==> src/rtl/time_field_pkg.sv <==
// Shared encodings for the clock-chip time-field counters: mode codes, FSM states and field moduli.
package time_field_pkg;

    localparam logic [1:0] MODE_RUN    = 2'b00;
    localparam logic [1:0] MODE_EDIT_A = 2'b01;
    localparam logic [1:0] MODE_EDIT_B = 2'b10;
    localparam logic [1:0] MODE_COMMIT = 2'b11;

    typedef enum logic [1:0] {
        S_RUN  = 2'b00,
        S_EDIT = 2'b01,
        S_HOLD = 2'b10
    } state_t;

    localparam int unsigned SEC_MOD  = 60;
    localparam int unsigned MIN_MOD  = 60;
    localparam int unsigned HOUR_MOD = 24;

    function automatic logic is_edit_mode(input logic [1:0] m);
        return (m == MODE_EDIT_A) || (m == MODE_EDIT_B);
    endfunction

endpackage

==> src/rtl/tick_edge_sync.sv <==
// Synchronises an asynchronous level and emits a one-cycle pulse on each rising edge.
// Pulse appears SYNC_STAGES clocks after the input edge is first sampled.
module tick_edge_sync #(
    parameter int unsigned SYNC_STAGES = 2
) (
    input  logic clk,
    input  logic rst,
    input  logic level,
    output logic pulse
);

    logic [SYNC_STAGES-1:0] sync_q;
    logic                   prev_q;

    always_ff @(posedge clk or posedge rst) begin
        if (rst) begin
            sync_q <= '0;
            prev_q <= 1'b0;
        end else begin
            sync_q <= {sync_q[SYNC_STAGES-2:0], level};
            prev_q <= sync_q[SYNC_STAGES-1];
        end
    end

    assign pulse = sync_q[SYNC_STAGES-1] & ~prev_q;

endmodule

==> src/rtl/time_field_counter.sv <==
// Modulo-MODULUS time-field counter with edit/stage/commit; chain carry_out into the next tick_in.
// Define TIME_FIELD_DOWN_EN to add the dir port (1 = count down with borrow pulse).
module time_field_counter
    import time_field_pkg::*;
#(
    parameter int unsigned WIDTH       = 6,
    parameter int unsigned MODULUS     = 24,
    parameter int unsigned INIT        = 0,
    parameter int unsigned SYNC_STAGES = 2
) (
    input  logic             clk,
    input  logic             rst,
    input  logic             tick_in,
    input  logic [1:0]       mode,
    input  logic             field_en,
    input  logic [WIDTH-1:0] set_val,
`ifdef TIME_FIELD_DOWN_EN
    input  logic             dir,
`endif
    output logic [WIDTH-1:0] count,
    output logic             carry_out,
    output logic             staged,
    output logic             set_err
);

    localparam logic [WIDTH-1:0] MAX_VAL  = WIDTH'(MODULUS - 1);
    localparam logic [WIDTH-1:0] INIT_VAL = WIDTH'(INIT);
    localparam logic [WIDTH-1:0] ONE      = WIDTH'(1);

    state_t           state_q, state_d;
    logic [WIDTH-1:0] count_q, count_d;
    logic [WIDTH-1:0] stage_q, stage_d;
    logic             staged_q, staged_d;
    logic             carry_q, carry_d;
    logic             err_q, err_d;
    logic             tick_ev;
    logic             down;
    logic             set_ok;

    tick_edge_sync #(
        .SYNC_STAGES (SYNC_STAGES)
    ) u_tick_sync (
        .clk   (clk),
        .rst   (rst),
        .level (tick_in),
        .pulse (tick_ev)
    );

`ifdef TIME_FIELD_DOWN_EN
    assign down = dir;
`else
    assign down = 1'b0;
`endif

    assign set_ok = (32'(set_val) < MODULUS);

    always_comb begin
        state_d  = state_q;
        count_d  = count_q;
        stage_d  = stage_q;
        staged_d = staged_q;
        carry_d  = 1'b0;
        err_d    = 1'b0;

        case (state_q)
            S_RUN: begin
                // Ticks only advance the field while running; wrap and borrow both pulse carry.
                if (tick_ev) begin
                    if (down) begin
                        if (count_q == '0) begin
                            count_d = MAX_VAL;
                            carry_d = 1'b1;
                        end else begin
                            count_d = count_q - ONE;
                        end
                    end else begin
                        if (count_q == MAX_VAL) begin
                            count_d = '0;
                            carry_d = 1'b1;
                        end else begin
                            count_d = count_q + ONE;
                        end
                    end
                end
                if (is_edit_mode(mode)) begin
                    state_d = S_EDIT;
                end else if (mode == MODE_COMMIT) begin
                    state_d  = S_HOLD;
                    staged_d = 1'b0;
                end
            end

            S_EDIT: begin
                if (field_en && is_edit_mode(mode)) begin
                    if (set_ok) begin
                        stage_d  = set_val;
                        staged_d = 1'b1;
                    end else begin
                        err_d = 1'b1;
                    end
                end
                if (mode == MODE_RUN) begin
                    state_d  = S_RUN;
                    staged_d = 1'b0;
                end else if (mode == MODE_COMMIT) begin
                    state_d = S_HOLD;
                    // Load happens only on this transition, so holding COMMIT cannot re-load.
                    if (field_en && staged_q) begin
                        count_d  = stage_q;
                        staged_d = 1'b0;
                    end
                end
            end

            S_HOLD: begin
                if (mode == MODE_RUN) begin
                    state_d  = S_RUN;
                    staged_d = 1'b0;
                end else if (is_edit_mode(mode)) begin
                    state_d = S_EDIT;
                end
            end

            default: begin
                state_d = S_RUN;
            end
        endcase
    end

    always_ff @(posedge clk or posedge rst) begin
        if (rst) begin
            state_q  <= S_RUN;
            count_q  <= INIT_VAL;
            stage_q  <= '0;
            staged_q <= 1'b0;
            carry_q  <= 1'b0;
            err_q    <= 1'b0;
        end else begin
            state_q  <= state_d;
            count_q  <= count_d;
            stage_q  <= stage_d;
            staged_q <= staged_d;
            carry_q  <= carry_d;
            err_q    <= err_d;
        end
    end

    assign count     = count_q;
    assign carry_out = carry_q;
    assign staged    = staged_q;
    assign set_err   = err_q;

endmodule

==> config.mk <==
export PLATFORM = sky130hd
export DESIGN_NAME = time_field_counter
export DESIGN_NICKNAME = d
export VERILOG_FILES = /design/src/rtl/time_field_pkg.sv /design/src/rtl/tick_edge_sync.sv /design/src/rtl/time_field_counter.sv
export SDC_FILE = /design/constraint.sdc
export NUM_CORES = 1
export LEC_CHECK = 0
export CORE_ASPECT_RATIO = 0.6
export CORE_MARGIN = 5
export CORE_UTILIZATION = 35
export CTS_CLUSTER_DIAMETER = 80
export DETAILED_ROUTE_END_ITERATION = 10
export SYNTH_ARGS = -nofsm -noshare
export SYNTH_HDL_FRONTEND = slang
export SYNTH_SLANG_ARGS = --single-unit
==> constraint.sdc <==
create_clock -name clk -period 5 [get_ports clk]
set_input_delay 1 -clock clk [delete_from_list [all_inputs] [get_ports clk]]
set_output_delay 1 -clock clk [all_outputs]
set_load 0.01 [all_outputs]
* Word-level counts from Yosys, hierarchy flattened *
Cells that the tools add are included.
Widths: inputs -> output; s select.

cells by class
  reduce and logical (&&, ||, !) cells = 10
  magnitude comparators = 1
  bitwise gates (word level) = 2
  equal/unequal tests = 14
  muxes and demuxes = 27
  add/subtract/negate cells = 1

operators by type and width
  cell                 number
  $mux 6               5
  $mux 1               14
  $ne 2x2->1 const B   7
  $pmux 6 s2           1
  $mux 2               5
  $add 6x1->6 const B  1
  $eq 2x2->1 const B   3
  $eq 6x5->1 const B   1
  $lt 6x5->1 const B   1
  $pmux 2 s3           1
  $reduce_and 5->1     1
  $eq 2x1->1 const B   2
  $logic_not 2->1      2
  $reduce_and 4->1     1
  $ne 3x3->1 const B   1
  $pmux 1 s3           1
  $reduce_and 3->1     1
  $reduce_bool 3->1    1
  $logic_and 1x1->1    2
  $reduce_bool 2->1    1
  $and 1x1->1          1
  $logic_or 1x1->1     1
  $not 1->1            1

storage, ports and cells
  input bits = 12
  word-level logic and storage cells = 63
  register bits after elaboration = 20

* Logic depth before layout (Yosys ltp) *
  word-level depth = 8
  gate-level depth with buffers = 7
  mapped depth without buffers = 6

* Hierarchy *
From an unflattened synthesis, not the netlist that was laid out.

unflattened totals
  cell total of the unflattened synthesis = 97
  area, all modules = 1027.2 µm²

by module, submodules not included
  module              sequential area each (µm²)  instances  area each (µm²)  cells each
  time_field_counter  425.4                       1          934.6            92
  tick_edge_sync      75.1                        1          92.6             5

* Least setup slack after synthesis *
No wires, ideal clock.

  kind = input to register
  from = input mode[0]
  to = register count_q[5] (netlist: count[5])
  arrival = 2074 ps
  required time = 4877 ps
  slack = 2803 ps
  stages on the path = 7
  cells stage by stage = inv_1 -> ha_1 -> nand2b_1 -> o41a_4 -> buf_6 -> o21ai_1 -> o21ai_1

on the way
  longest elaborated chain between the ends = 3

ends and longest elaborated chain
  item                                           line                                                  RTL
  start, declared                                time_field_counter.sv:14                              input logic [1:0] mode,
  $eq 2x2->1 or $logic_not 2->1 (tied branches)  time_field_counter.sv:105, time_field_counter.sv:102
  $ne 2x2->1 (no source line)                    --
  $reduce_and 5->1 (no source line) (*)          --
  end signal, assigned                           time_field_counter.sv:140                             count_q <= count_d;
  end, declared                                  time_field_counter.sv:31                              logic [WIDTH-1:0] count_q, count_d;

Mark *: on every way between the ends. The rest lies on a longest branch, timed or not.
A chain may end at the register's enable or synchronous reset.

* Worst setup path after layout *
  from = input mode[0]
  to = register count_q[4] (netlist: count[4])

Same word-level chain as after synthesis.

==> run metrics <==
family with the most delay on the worst path=compound AO/OA/AOI/OAI gates; Post-route DRC=0; main flop type after synthesis=dfrtp_1; core box area=2820 um2; Post-Route WL=2050 um; Resize count post-CTS=0; Layout area overhead=28.2%; period utilization=50.9%; I/O pin cnt=21; Hold Crit Start=u_tick_sync.sync_q[0]; Setup violations, final=0; VDD IR-drop max=201 uV; Vias/cell=4.99; worst min-delay path class=reg -> reg; yosys warns=0; CP Data Arrival Time=2.68 ns; Final ANT Viol Nets=0; synthesized area=1010 um2; hold path depth=0; setup TNS=0 ns; Worst-Skew Late Latency=0.26 ns; gr ovfl total=0; Post-synth EDFFs=0; fmax=393 MHz; Crit Path Max Fanout=12; leakage=0.547 nW; register area share after synthesis=49.8%; drt first pass iters=4; CTS tree=built; CP endpoint kind=register; syn_nets=111; first-pass GRT wire length=3590 um; drt wl/cell=13.8 um; post-layout util=45.8%; die width=79.2 um; top cells by area, synth=dfrtp_1 (50%), mux2_2 (5.6%), ha_1 (5.0%), o21ai_1 (4.0%), nand2_1 (2.6%); post-synth top area cell=dfrtp_1; Buffers on Ports=20; worst endpoint required time=5.14 ns; routability cong.=0.834; CTS sink count=20; average size of a mapped cell=10.6 um2; CP Launch Type=input port; Min Hold Slack=0.351 ns; ys async rst share=100%; num rows=15; Nets=132; Relative slew margins=49.3%; final hold viol count=0; Worst R2R Start=state_q[1]; hold worst-path end=u_tick_sync.sync_q[1]; initial antenna violation count=0; hpwl dp=1540 um; vias in the first global route=745; DIE HEIGHT=51.5 um; Root Buffer=clkbuf_8; CTS Hold Bufs=0; dpl ws=2.19 ns; ANT cells=0; largest net degree at the start of global routing=21; Syn Inst Count=95; Worst path max stage delay=0.51 ns; non-filler instance count after layout=149; crit-path cells=clkdlybuf4s50_1 -> inv_1 -> ha_1 -> nand2b_1 -> o41a_4 -> o21ai_0 -> o21ai_1; Post-Route Skew=0.00456 ns; # Post-CTS Setup Buffers=0; clk slew on worst S/H paths=0.07 ns; setup ws final=2.46 ns; # H-tree levels=1; clock buffer count from CTS=3; Power Dens Cells=525 nW/um2; unrepaired setup endpoints after global routing=no; CP bufs+invs=2; Worst-Margin Slew=0.760 ns; Yosys top cell area share=49.8%; Worst Setup Path Type=in -> reg; layout cells sized above 1=11.3%; FILL cells=259; clk buf depth=2; reg-to-reg setup timing slack=3.38 ns; DIE AREA=4080 um2; initial drt markers=76; top-count cell post-synth=dfrtp_1; crit path time final=2.54 ns; placed cells=145; depth of the worst register-to-register path=4; Synth Register Bits=20; Crit-path slowest cell=clkdlybuf4s50_1; top cells by count, synth=dfrtp_1 (20), o21ai_1 (8), nand2_1 (7), nor2_1 (7); number of max-cap violations=0; reg-to-reg endpoint=count[4]; status=finished clean; max-slew violations=0; Synth cell types=30; DR vias=743; initial core utilization=35.7%; GR Util All Layers=11.3%
==> report_power, final <==
group          total (mW)  internal, mW  switching [mW]
combinational       0.242         0.129           0.113
sequential          0.277         0.214          0.0634
clock               0.158         0.107          0.0509
==> flip-flops by register name (all words and copies together) (netlist names) <==
| register | cells |
|---|---|
| staged | 1 |
| count | 6 |
| u_tick_sync.prev_q | 1 |
| state_q | 2 |
| set_err | 1 |
| u_tick_sync.sync_q | 2 |
| stage_q | 6 |
| carry_out | 1 |
==> area by class of cell <==
class                           instances  area (um2)  share of cell area (%)
Tap cell                               34        42.5                    3.30
Clock inverter                          1        30.0                    2.33
Clock buffer                            3        41.3                    3.20
Sequential cell                        20         500                    38.8
Inverter                                5        18.8                    1.45
Multi-Input combinational cell         65         449                    34.8
Timing Repair Buffer                   21         208                    16.1
==> per-layer routing <==
| metal | GRT usage (%) | vias to the layer above | share of wire (%) |
|---|---|---|---|
| met5 | 0 | - | 0 |
| met4 | 2.57 | 0 | 0.63 |
| met3 | 4.15 | 2 | 6.5 |
| met2 | 17.7 | 15 | 43 |
| met1 | 14.9 | 343 | 50 |
| li1 | - | 383 | - |
==> stage by stage <==
step           area [um2]  total power [mW]
6_report             1290             0.677
5_1_grt              1290             0.726
4_1_cts              1290             0.682
3_5_place_dp         1220             0.519
3_3_place_gp         1220             0.508
2_1_floorplan        1010             0.427
==> logic make-up (layout without fill, tap and decap cells) <==
family | count (synthesis) | count (layout) | share of synthesized area, %
fa+ha+maj | 4 | 4 | 4.98
simple gates | 27 | 27 | 14.6
buf+inv | 10 | 30 | 5.60
mux | 6 | 6 | 6.59
flops | 20 | 20 | 49.8
compound gates | 28 | 28 | 18.5
==> cell usage in the layout (no fill, tap or decap), types with 2 or more instances in the layout <==
| cell type | n |
|---|---|
| dfrtp_1 | 20 |
| clkdlybuf4s50_1 | 20 |
| o21ai_1 | 8 |
| nand2_1 | 7 |
| nor2_1 | 7 |
| inv_1 | 5 |
| mux2_2 | 5 |
| o21ai_0 | 4 |
| ha_1 | 4 |
| a21oi_1 | 3 |
| nand3_1 | 3 |
| clkbuf_8 | 3 |
| nand2b_1 | 2 |
| a31oi_1 | 2 |
| o22ai_1 | 2 |
| a32oi_1 | 2 |
| nor3b_1 | 2 |
| o21a_1 | 2 |
==> worst max path at each step <==
stage	endpoint	cells past startpoint	startpoint	slack, ns
5_1_grt	count[4]	7	mode[1]	2.33
2_1_floorplan	count[5]	7	mode[0]	2.80
3_5_place_dp	count[4]	7	mode[0]	2.19
4_1_cts	count[4]	7	mode[0]	2.47
6_report	count[4]	7	mode[0]	2.46
3_3_place_gp	count[4]	7	mode[0]	2.26
(Power assumes the default switching activity.)
